## src/rtl/key_event_queue.sv

```systemverilog
// Merges PS/2 keyboard events and gamepad numeric keys into a small
// first-word-fall-through queue of {released, ascii} key events.
module key_event_queue #(
    parameter int unsigned NUM_JOY = 2,
    parameter int unsigned DEPTH   = 8
) (
    input  logic                       clk_sys,
    input  logic                       reset,
    input  logic [10:0]                ps2_key,
    input  logic [NUM_JOY*10-1:0]      joy_numpad,
    output logic                       evt_valid,
    output logic [7:0]                 evt_ascii,
    output logic                       evt_released,
    input  logic                       evt_ack,
    output logic                       overflow,
    input  logic                       clear_overflow,
    output logic [$clog2(DEPTH):0]     fill_level
);

    localparam int unsigned AW = $clog2(DEPTH);
    localparam int unsigned CW = AW + 1;
    localparam int unsigned EW = 9;

    // The extended flag plays no part in translation.
    logic ps2_ext_unused;
    assign ps2_ext_unused = ps2_key[8];

    // Scan code to ASCII translation.
    logic       xl_hit;
    logic [7:0] xl_ascii;

    always_comb begin
        xl_hit   = 1'b1;
        xl_ascii = 8'h00;
        case (ps2_key[7:0])
            8'h16: xl_ascii = 8'h31;
            8'h1E: xl_ascii = 8'h32;
            8'h26: xl_ascii = 8'h33;
            8'h25: xl_ascii = 8'h34;
            8'h2E: xl_ascii = 8'h35;
            8'h36: xl_ascii = 8'h36;
            8'h3D: xl_ascii = 8'h37;
            8'h3E: xl_ascii = 8'h38;
            8'h46: xl_ascii = 8'h39;
            8'h45: xl_ascii = 8'h30;
            8'h1C: xl_ascii = 8'h61;
            8'h32: xl_ascii = 8'h62;
            8'h21: xl_ascii = 8'h63;
            8'h23: xl_ascii = 8'h64;
            8'h24: xl_ascii = 8'h65;
            8'h2B: xl_ascii = 8'h66;
            8'h34: xl_ascii = 8'h67;
            8'h33: xl_ascii = 8'h68;
            8'h43: xl_ascii = 8'h69;
            8'h3B: xl_ascii = 8'h6A;
            8'h42: xl_ascii = 8'h6B;
            8'h4B: xl_ascii = 8'h6C;
            8'h3A: xl_ascii = 8'h6D;
            8'h31: xl_ascii = 8'h6E;
            8'h44: xl_ascii = 8'h6F;
            8'h4D: xl_ascii = 8'h70;
            8'h15: xl_ascii = 8'h71;
            8'h2D: xl_ascii = 8'h72;
            8'h1B: xl_ascii = 8'h73;
            8'h2C: xl_ascii = 8'h74;
            8'h3C: xl_ascii = 8'h75;
            8'h2A: xl_ascii = 8'h76;
            8'h1D: xl_ascii = 8'h77;
            8'h22: xl_ascii = 8'h78;
            8'h35: xl_ascii = 8'h79;
            8'h1A: xl_ascii = 8'h7A;
            8'h29: xl_ascii = 8'h20;
            8'h79: xl_ascii = 8'h2B;
            8'h7B: xl_ascii = 8'h2D;
            8'h7C: xl_ascii = 8'h2A;
            8'h4A: xl_ascii = 8'h2F;
            8'h55: xl_ascii = 8'h3D;
            8'h1F: xl_ascii = 8'h11;
            8'h27: xl_ascii = 8'h12;
            8'h5A: xl_ascii = 8'h0A;
            8'h66: xl_ascii = 8'h08;
            default: xl_hit = 1'b0;
        endcase
    end

    // State registers.
    logic           armed;
    logic           tog_q;
    logic           pend_valid;
    logic           pend_released;
    logic [7:0]     pend_ascii;
    logic [9:0]     held;
    logic [9:0]     emitted_state;
    logic [AW-1:0]  rd_ptr;
    logic [AW-1:0]  wr_ptr;
    logic [EW-1:0]  mem [DEPTH];

    // Gamepad channels merged per key.
    logic [9:0] held_c;

    always_comb begin
        held_c = '0;
        for (int c = 0; c < int'(NUM_JOY); c++) begin
            held_c = held_c | joy_numpad[c*10 +: 10];
        end
    end

    // Lowest-numbered key whose held state differs from the last queued state.
    logic [9:0] mismatch;
    logic [3:0] joy_sel;

    assign mismatch = held ^ emitted_state;

    always_comb begin
        joy_sel = '0;
        for (int k = 9; k >= 0; k--) begin
            if (mismatch[k]) begin
                joy_sel = 4'(k);
            end
        end
    end

    logic [7:0] joy_ascii;
    assign joy_ascii = (joy_sel == 4'd9) ? 8'h30 : 8'(8'h31 + 8'(joy_sel));

    // Write arbitration: pending PS/2 entry first, then gamepad.
    logic           ps2_evt;
    logic           pop;
    logic           can_write;
    logic           wr_pend;
    logic           wr_joy;
    logic           wr_en;
    logic [EW-1:0]  wdata;
    logic [AW-1:0]  rd_next;
    logic [CW-1:0]  cnt_next;
    logic [EW-1:0]  head_next;

    assign ps2_evt   = armed & (ps2_key[10] != tog_q) & xl_hit;
    assign pop       = evt_ack & evt_valid;
    assign can_write = (fill_level != CW'(DEPTH)) | pop;
    assign wr_pend   = can_write & pend_valid;
    assign wr_joy    = can_write & ~pend_valid & (|mismatch);
    assign wr_en     = wr_pend | wr_joy;
    assign wdata     = wr_pend ? {pend_released, pend_ascii}
                               : {~held[joy_sel], joy_ascii};
    assign rd_next   = pop ? AW'(rd_ptr + AW'(1)) : rd_ptr;
    assign cnt_next  = CW'(fill_level + CW'(wr_en) - CW'(pop));

    // Next head value, bypassing the array when the head is written this cycle.
    always_comb begin
        head_next = '0;
        if (cnt_next != '0) begin
            head_next = (wr_en && (rd_next == wr_ptr)) ? wdata : mem[rd_next];
        end
    end

    always_ff @(posedge clk_sys) begin
        if (wr_en) begin
            mem[wr_ptr] <= wdata;
        end
    end

    always_ff @(posedge clk_sys or posedge reset) begin
        if (reset) begin
            armed         <= 1'b0;
            tog_q         <= 1'b0;
            pend_valid    <= 1'b0;
            pend_released <= 1'b0;
            pend_ascii    <= '0;
            held          <= '0;
            emitted_state <= '0;
            rd_ptr        <= '0;
            wr_ptr        <= '0;
            fill_level    <= '0;
            evt_valid     <= 1'b0;
            evt_ascii     <= '0;
            evt_released  <= 1'b0;
            overflow      <= 1'b0;
        end else begin
            armed <= 1'b1;
            tog_q <= ps2_key[10];
            held  <= held_c;

            if (ps2_evt) begin
                pend_valid    <= 1'b1;
                pend_released <= ~ps2_key[9];
                pend_ascii    <= xl_ascii;
            end else if (wr_pend) begin
                pend_valid <= 1'b0;
            end

            if (wr_joy) begin
                emitted_state[joy_sel] <= held[joy_sel];
            end

            if (wr_en) begin
                wr_ptr <= AW'(wr_ptr + AW'(1));
            end
            rd_ptr     <= rd_next;
            fill_level <= cnt_next;

            evt_valid    <= (cnt_next != '0);
            evt_released <= head_next[8];
            evt_ascii    <= head_next[7:0];

            // A lost PS/2 event takes precedence over a clear request.
            if (ps2_evt && pend_valid && !wr_pend) begin
                overflow <= 1'b1;
            end else if (clear_overflow) begin
                overflow <= 1'b0;
            end
        end
    end

endmodule
```

## config.mk

```make
export PLATFORM = sky130hd
export DESIGN_NAME = key_event_queue
export DESIGN_NICKNAME = d
export VERILOG_FILES = /design/src/rtl/key_event_queue.sv
export SDC_FILE = /design/constraint.sdc
export NUM_CORES = 1
export LEC_CHECK = 0
export BUFFER_PORTS_ARGS = -buffer_cell sky130_fd_sc_hd__buf_2
export CORE_UTILIZATION = 49
export DETAILED_ROUTE_END_ITERATION = 8
export PLACE_DENSITY = 0.78
export SYNTH_ARGS = -nofsm -noshare
export SYNTH_HDL_FRONTEND = slang
export SYNTH_SLANG_ARGS = --single-unit
```

## constraint.sdc

```tcl
create_clock -name clk_sys -period 8.29 [get_ports clk_sys]
set_input_delay 1.658 -clock clk_sys [delete_from_list [all_inputs] [get_ports clk_sys]]
set_output_delay 1.658 -clock clk_sys [all_outputs]
set_load 0.01 [all_outputs]
```

# Word-level counts from Yosys, hierarchy flattened

Memory sizes are Yosys's and may differ from the RTL's.
Index checks and enable logic that the tools add are counted.

Bits in registers: 53
RAM bits: 72
Word-level logic and storage cells: 123
Memories: 1

Memory list:

| memory | words | bits a word | read ports | clocked after Yosys merged registers in | wr ports | RTL line | text |
|---|---|---|---|---|---|---|---|
| mem    | 8     | 9           | 1          | 0                                       | 1        | 96       | `logic [EW-1:0] mem [DEPTH];` |

Add/sub/neg operators: 5
Order comparisons: 2
Equal/unequal tests: 50
Multiplexer cells: 28
Bitwise logic cells: 13
Reduce and logical (&&, ||, !) cells: 10

Operators with widths:

| cell                | number |
|---|---|
| $pmux 7 s46         | 1 |
| $eq 8x6->1 const B  | 24 |
| $eq 8x7->1 const B  | 14 |
| $eq 8x5->1 const B  | 8 |
| $reduce_or 46->1    | 1 |
| $mux 4              | 10 |
| $mux 9              | 3 |
| $bwmux 10           | 1 |
| $or 10x10->10       | 1 |
| $reduce_or 10->1    | 1 |
| $xor 10x10->10      | 1 |
| $mux 1              | 9 |
| $add 6x4->7 const A | 1 |
| $mux 7              | 1 |
| $add 3x1->3 const B | 2 |
| $and 1x1->1         | 6 |
| $lt 4x5->1 const B  | 1 |
| $add 4x1->4         | 1 |
| $bmux 1 s4          | 1 |
| $demux 1 s4         | 1 |
| $eq 4x4->1 const B  | 1 |
| $ge 4x1->1 const B  | 1 |
| $logic_and 1x1->1   | 4 |
| $ne 4x4->1 const B  | 1 |
| other kinds (9)     | 13 |

# Depth between registers and ports, before layout

Depth in word-level cells: 17
Gate-level depth with buffers: 15
Gate-level depth less buffers: 15

# Worst setup path before layout

No wires, ideal clock.

Path kind: input port to flip-flop
Start point: input evt_ack
End point: register evt_ascii[4]
Arrival: 4.146 ns
Required time: 8.164 ns
Path slack: 4.018 ns
Cell stages on the path: 14
Cell sequence: nand2_2 > nand3_1 > o31a_1 > inv_1 > ha_1 > inv_1 > ha_1 > inv_1 > fa_1 > inv_1 > nor4_1 > inv_1 > o21ai_0 > a21oi_1

Longest elaborated chain between the ends: 9
Elaborated cells between the ends (all ways): 16
Classes of those cells: 2 x add/sub; 1 x eq/ne; 4 x mux; 6 x bitwise; 2 x reduce/logical; 1 x memory

RTL lines:

| what                      | RTL line | text |
|---|---|---|
| start: declaration        | 14       | `input logic evt_ack,` |
| $and 1x1->1 (*)           | 139      | `assign pop = evt_ack & evt_valid;` |
| $or 1x1->1                | 140      | `assign can_write = (fill_level != CW'(DEPTH)) \| pop;` |
| $and 1x1->1 (2 in series) | 142      | `assign wr_joy = can_write & ~pend_valid & (\|mismatch);` |
| $or 1x1->1                | 143      | `assign wr_en = wr_pend \| wr_joy;` |
| $add 4x1->4               | 147      | `assign cnt_next = CW'(fill_level + CW'(wr_en) - CW'(pop));` |
| $sub 4x1->4 (*)           | 147      |  |
| net cnt_next[1]           | 135      | `logic [CW-1:0] cnt_next;` |
| $reduce_bool 4->1 (*)     | 152      | `if (cnt_next != '0) begin` |
| $mux 9 (*)                | 152      |  |
| net head_next[4]          | 136      | `logic [EW-1:0] head_next;` |
| end signal: assignment    | 204      | `evt_ascii <= head_next[7:0];` |
| end: declaration          | 12       | `output logic [7:0] evt_ascii,` |

The timed path passes the listed nets; every way through them passes the cells marked *.
A chain may end at the register's enable or synchronous reset.

# Final worst setup path

Start point: input evt_ack
End point: register evt_ascii[5]

Same word-level chain as after synthesis.

==> impl_metrics.json <==
{
  "outcome": "finished, final reports clean",
  "intPower_mw": 1.80,
  "path_common_cell": "inv_1",
  "worst_ep_required_time_ns": 8.55,
  "remaining_drc_errors": 0,
  "setup_viol": 0,
  "antenna_left": 0,
  "grt_pass1_vias": 4203,
  "diodes": 0,
  "ys.flop_type": "edfxtp_1",
  "cts.sink_count": 115,
  "instances_no_fill": 725,
  "htreeDepth": 4,
  "period_minus_slack_ns": 4.10,
  "cts_buffer_depth": 2,
  "finalMaxSlewViolations": 0,
  "post_route_cells_drive_above_1_share_pct": 23.2,
  "reg2reg_depth": 16,
  "die_y_um": 113,
  "cts_buffers": 17,
  "clk_pin_slew_ns": 0.05,
  "cts_hold_buf": 0,
  "drv_cap": 0,
  "rsz0062_at_grt": "false",
  "nFillCells": 965,
  "syn_nets": 564,
  "clockPowerShare_pct": 29.2,
  "rows": 40,
  "tightestPinTransition_ns": 1.07,
  "ir_drop_mv": 0.225,
  "worstPathMaxFanout": 7,
  "io_pins": 50,
  "ys_seq_area_share_pct": 53.0,
  "r2r_slack_ns": 4.37,
  "viasPerCell": 5.99,
  "combPwrFrac_pct": 36.5,
  "placed_cells": 693,
  "whs_path_depth": 1,
  "seqPwrFrac_pct": 34.3,
  "ys_ff_latch": 115,
  "portBuffers": 47,
  "hold_path_class": "flop to flop",
  "die_w_um": 113,
  "synthesis.area_um2": 6040,
  "worst-endpoint-arrival_ns": 4.35,
  "grt_antenna_before_repair": 0,
  "wl_per_cell_um": 18.1,
  "clock_latency_ns": 0.41,
  "gp_congestion": 0.911,
  "overflow": 0,
  "async_reset_ff_share_pct": 44.3,
  "fin_area_um2": 7020,
  "grt_pass1_wl_um": 21100,
  "crit_type": "input port to flop",
  "post_cts_buffers": 0,
  "area_delta_synth_final_pct": 16.4,
  "worst_path_largest_cell_delay_ns": 0.48,
  "holdCritStartpoint": "pend_ascii[0]",
  "total_power_mw": 2.70,
  "synth_edf_count": 64,
  "vias": 4345,
  "core_area_um2": 12000,
  "cts_resized": 0,
  "dpl_cell_area_um2": 6380,
  "yosysUniqueCellTypes": 72,
  "ys_warn_count": 0,
  "min_to": "pend_ascii[0]",
  "finalHoldViolCount": 0,
  "synth_cells": 521,
  "end_kind": "flop",
  "grt_max_degree": 52,
  "initial_core_util_pct": 50.3,
  "finalCritPeriodShare_pct": 49.4,
  "slew_headroom_pct": 28.5,
  "die_area_um2": 12800,
  "dp_slack_ns": 3.80,
  "postLayoutCoreUtil_pct": 58.5,
  "dr.pass1.iters": 5,
  "p_sw_mw": 0.892,
  "finalSetupTns_ns": 0,
  "reg2reg_from": "emitted_state[3]",
  "fin_nets": 608,
  "first_iter_violations": 342,
  "cp-start-kind": "input port",
  "p_sw_share_pct": 33.1,
  "fmax_mhz": 244,
  "postSynthAreaPerCell_um2": 11.6,
  "cts_tree": "built",
  "leakage_nw": 2.77,
  "p_per_area_nw_per_um2": 384,
  "wirelength_um": 13100,
  "worst_hold_slack_ns": 0.502,
  "cp_cell_sequence": "buf_2, nand2_2, nand3_1, o31a_1, inv_1, ha_1, inv_1, ha_1, inv_1, fa_1, inv_1, nor4_1, buf_4, inv_1, o21ai_0, a21oi_1",
  "timing.rr.end": "evt_ascii[5]",
  "grt_use_total_pct": 21.7,
  "cp_slowest_cell": "fa_1",
  "cts_root_buf": "clkbuf_16",
  "fin_ws_ns": 4.19,
  "final.setup_skew_ns": 0.0128,
  "hpwl_um": 8920
}
-- logic make-up (layout without fill, tap and decap cells) --
family / after synthesis / count (layout) / share of synthesized area (%)
AOI/OAI and AO/OA: 97 / 97 / 11.4
xor gates and xnor gates: 23 / 23 / 3.34
other: 2 / 2 / 0.124
muxes: 59 / 59 / 12.1
DFF: 115 / 115 / 53.0
and+or+nand+nor: 169 / 169 / 14.7
buffers and inverters: 48 / 105 / 3.57
adders and majority gates: 8 / 8 / 1.78
-- cell usage after synthesis (all sizes together) (3+ instances only) --
cell | instances | area share (%)
o21ai | 20 | 1.7
edfxtp | 64 | 32
mux4 | 9 | 3.4
xor2 | 6 | 0.87
o2bb2ai | 3 | 0.44
a22oi | 5 | 0.62
mux2i | 32 | 5.4
inv | 20 | 1.2
dfrtp | 51 | 21
a32oi | 4 | 0.58
o22ai | 7 | 0.73
o31a | 3 | 0.44
nand3 | 12 | 1.0
nor3 | 9 | 0.75
mux2 | 18 | 3.4
nand4 | 9 | 0.93
nand2 | 46 | 2.9
o211ai | 4 | 0.50
nand2b | 14 | 1.5
and2 | 4 | 0.41
nor2 | 36 | 2.2
clkbuf | 11 | 0.68
buf | 16 | 1.6
nor3b | 5 | 0.62
nor2b | 5 | 0.64
ha | 7 | 1.5
a211oi | 8 | 1.0
xnor2 | 17 | 2.5
a21oi | 16 | 1.3
a31oi | 4 | 0.41
or2 | 12 | 1.2
-- cell usage in the layout (no fill, tap or decap), types with 17 or more instances in the layout --
| master | instances |
|---|---|
| dfrtp_1 | 51 |
| inv_1 | 19 |
| clkbuf_16 | 17 |
| nor2_1 | 36 |
| mux2i_1 | 31 |
| buf_2 | 47 |
| nand2_1 | 44 |
| mux2_2 | 18 |
| o21ai_0 | 18 |
| edfxtp_1 | 64 |
-- sequential cells by signal, summed over array words and instances (netlist names), 3 cells and up --
signal and flops:
held 10, wr_ptr 3, emitted_state 10, fill_level 4, pend_ascii 7, mem 64, evt_ascii 7, rd_ptr 3
-- worst max path at each step --
stage                    start       endpoint  slack [ns]  cells after the start
floorplan              evt_ack   evt_ascii[4]        4.02                     14
detailed placement     evt_ack   evt_ascii[5]        3.80                     16
CTS                    evt_ack   evt_ascii[5]        4.20                     16
global placement    ps2_key[2]  pend_ascii[4]        3.82                      9
global route           evt_ack   evt_ascii[4]        3.96                     16
finish                 evt_ack   evt_ascii[5]        4.19                     16
-- final cells by class --
class	count	area, um^2	area share, %
timing repair buffer	52	273	3.88
tap	147	184	2.62
clock inverter	9	178	2.53
clock buffer	23	468	6.66
sequential	115	3200	45.5
inverter	21	78.8	1.12
multi-input combinational	358	2650	37.7
-- per-layer routing --
layer | wire length [um] | global-route usage, %
met1 | 5510 | 27.2
met2 | 6450 | 36.3
met3 | 798 | 4.55
met4 | 332 | 9.82
met5 | 0 | 0
-- worst max-delay path, delay by kind of cell --
family	cells	cell delay [ns]
compound gates	3	0.47
fa+ha+maj	3	0.94
buf+inv	7	0.69
simple gates	3	0.59
-- power groups by stage --
stage	registers [mW]	clock network (mW)	logic, mW
after global routing	0.941	0.822	1.08
after CTS	0.926	0.795	0.985
after detailed placement	0.935	0	0.978
after floorplan	0.919	0	0.725
final	0.924	0.787	0.986
after global placement	0.923	0	0.946
(Power assumes the default switching activity.)
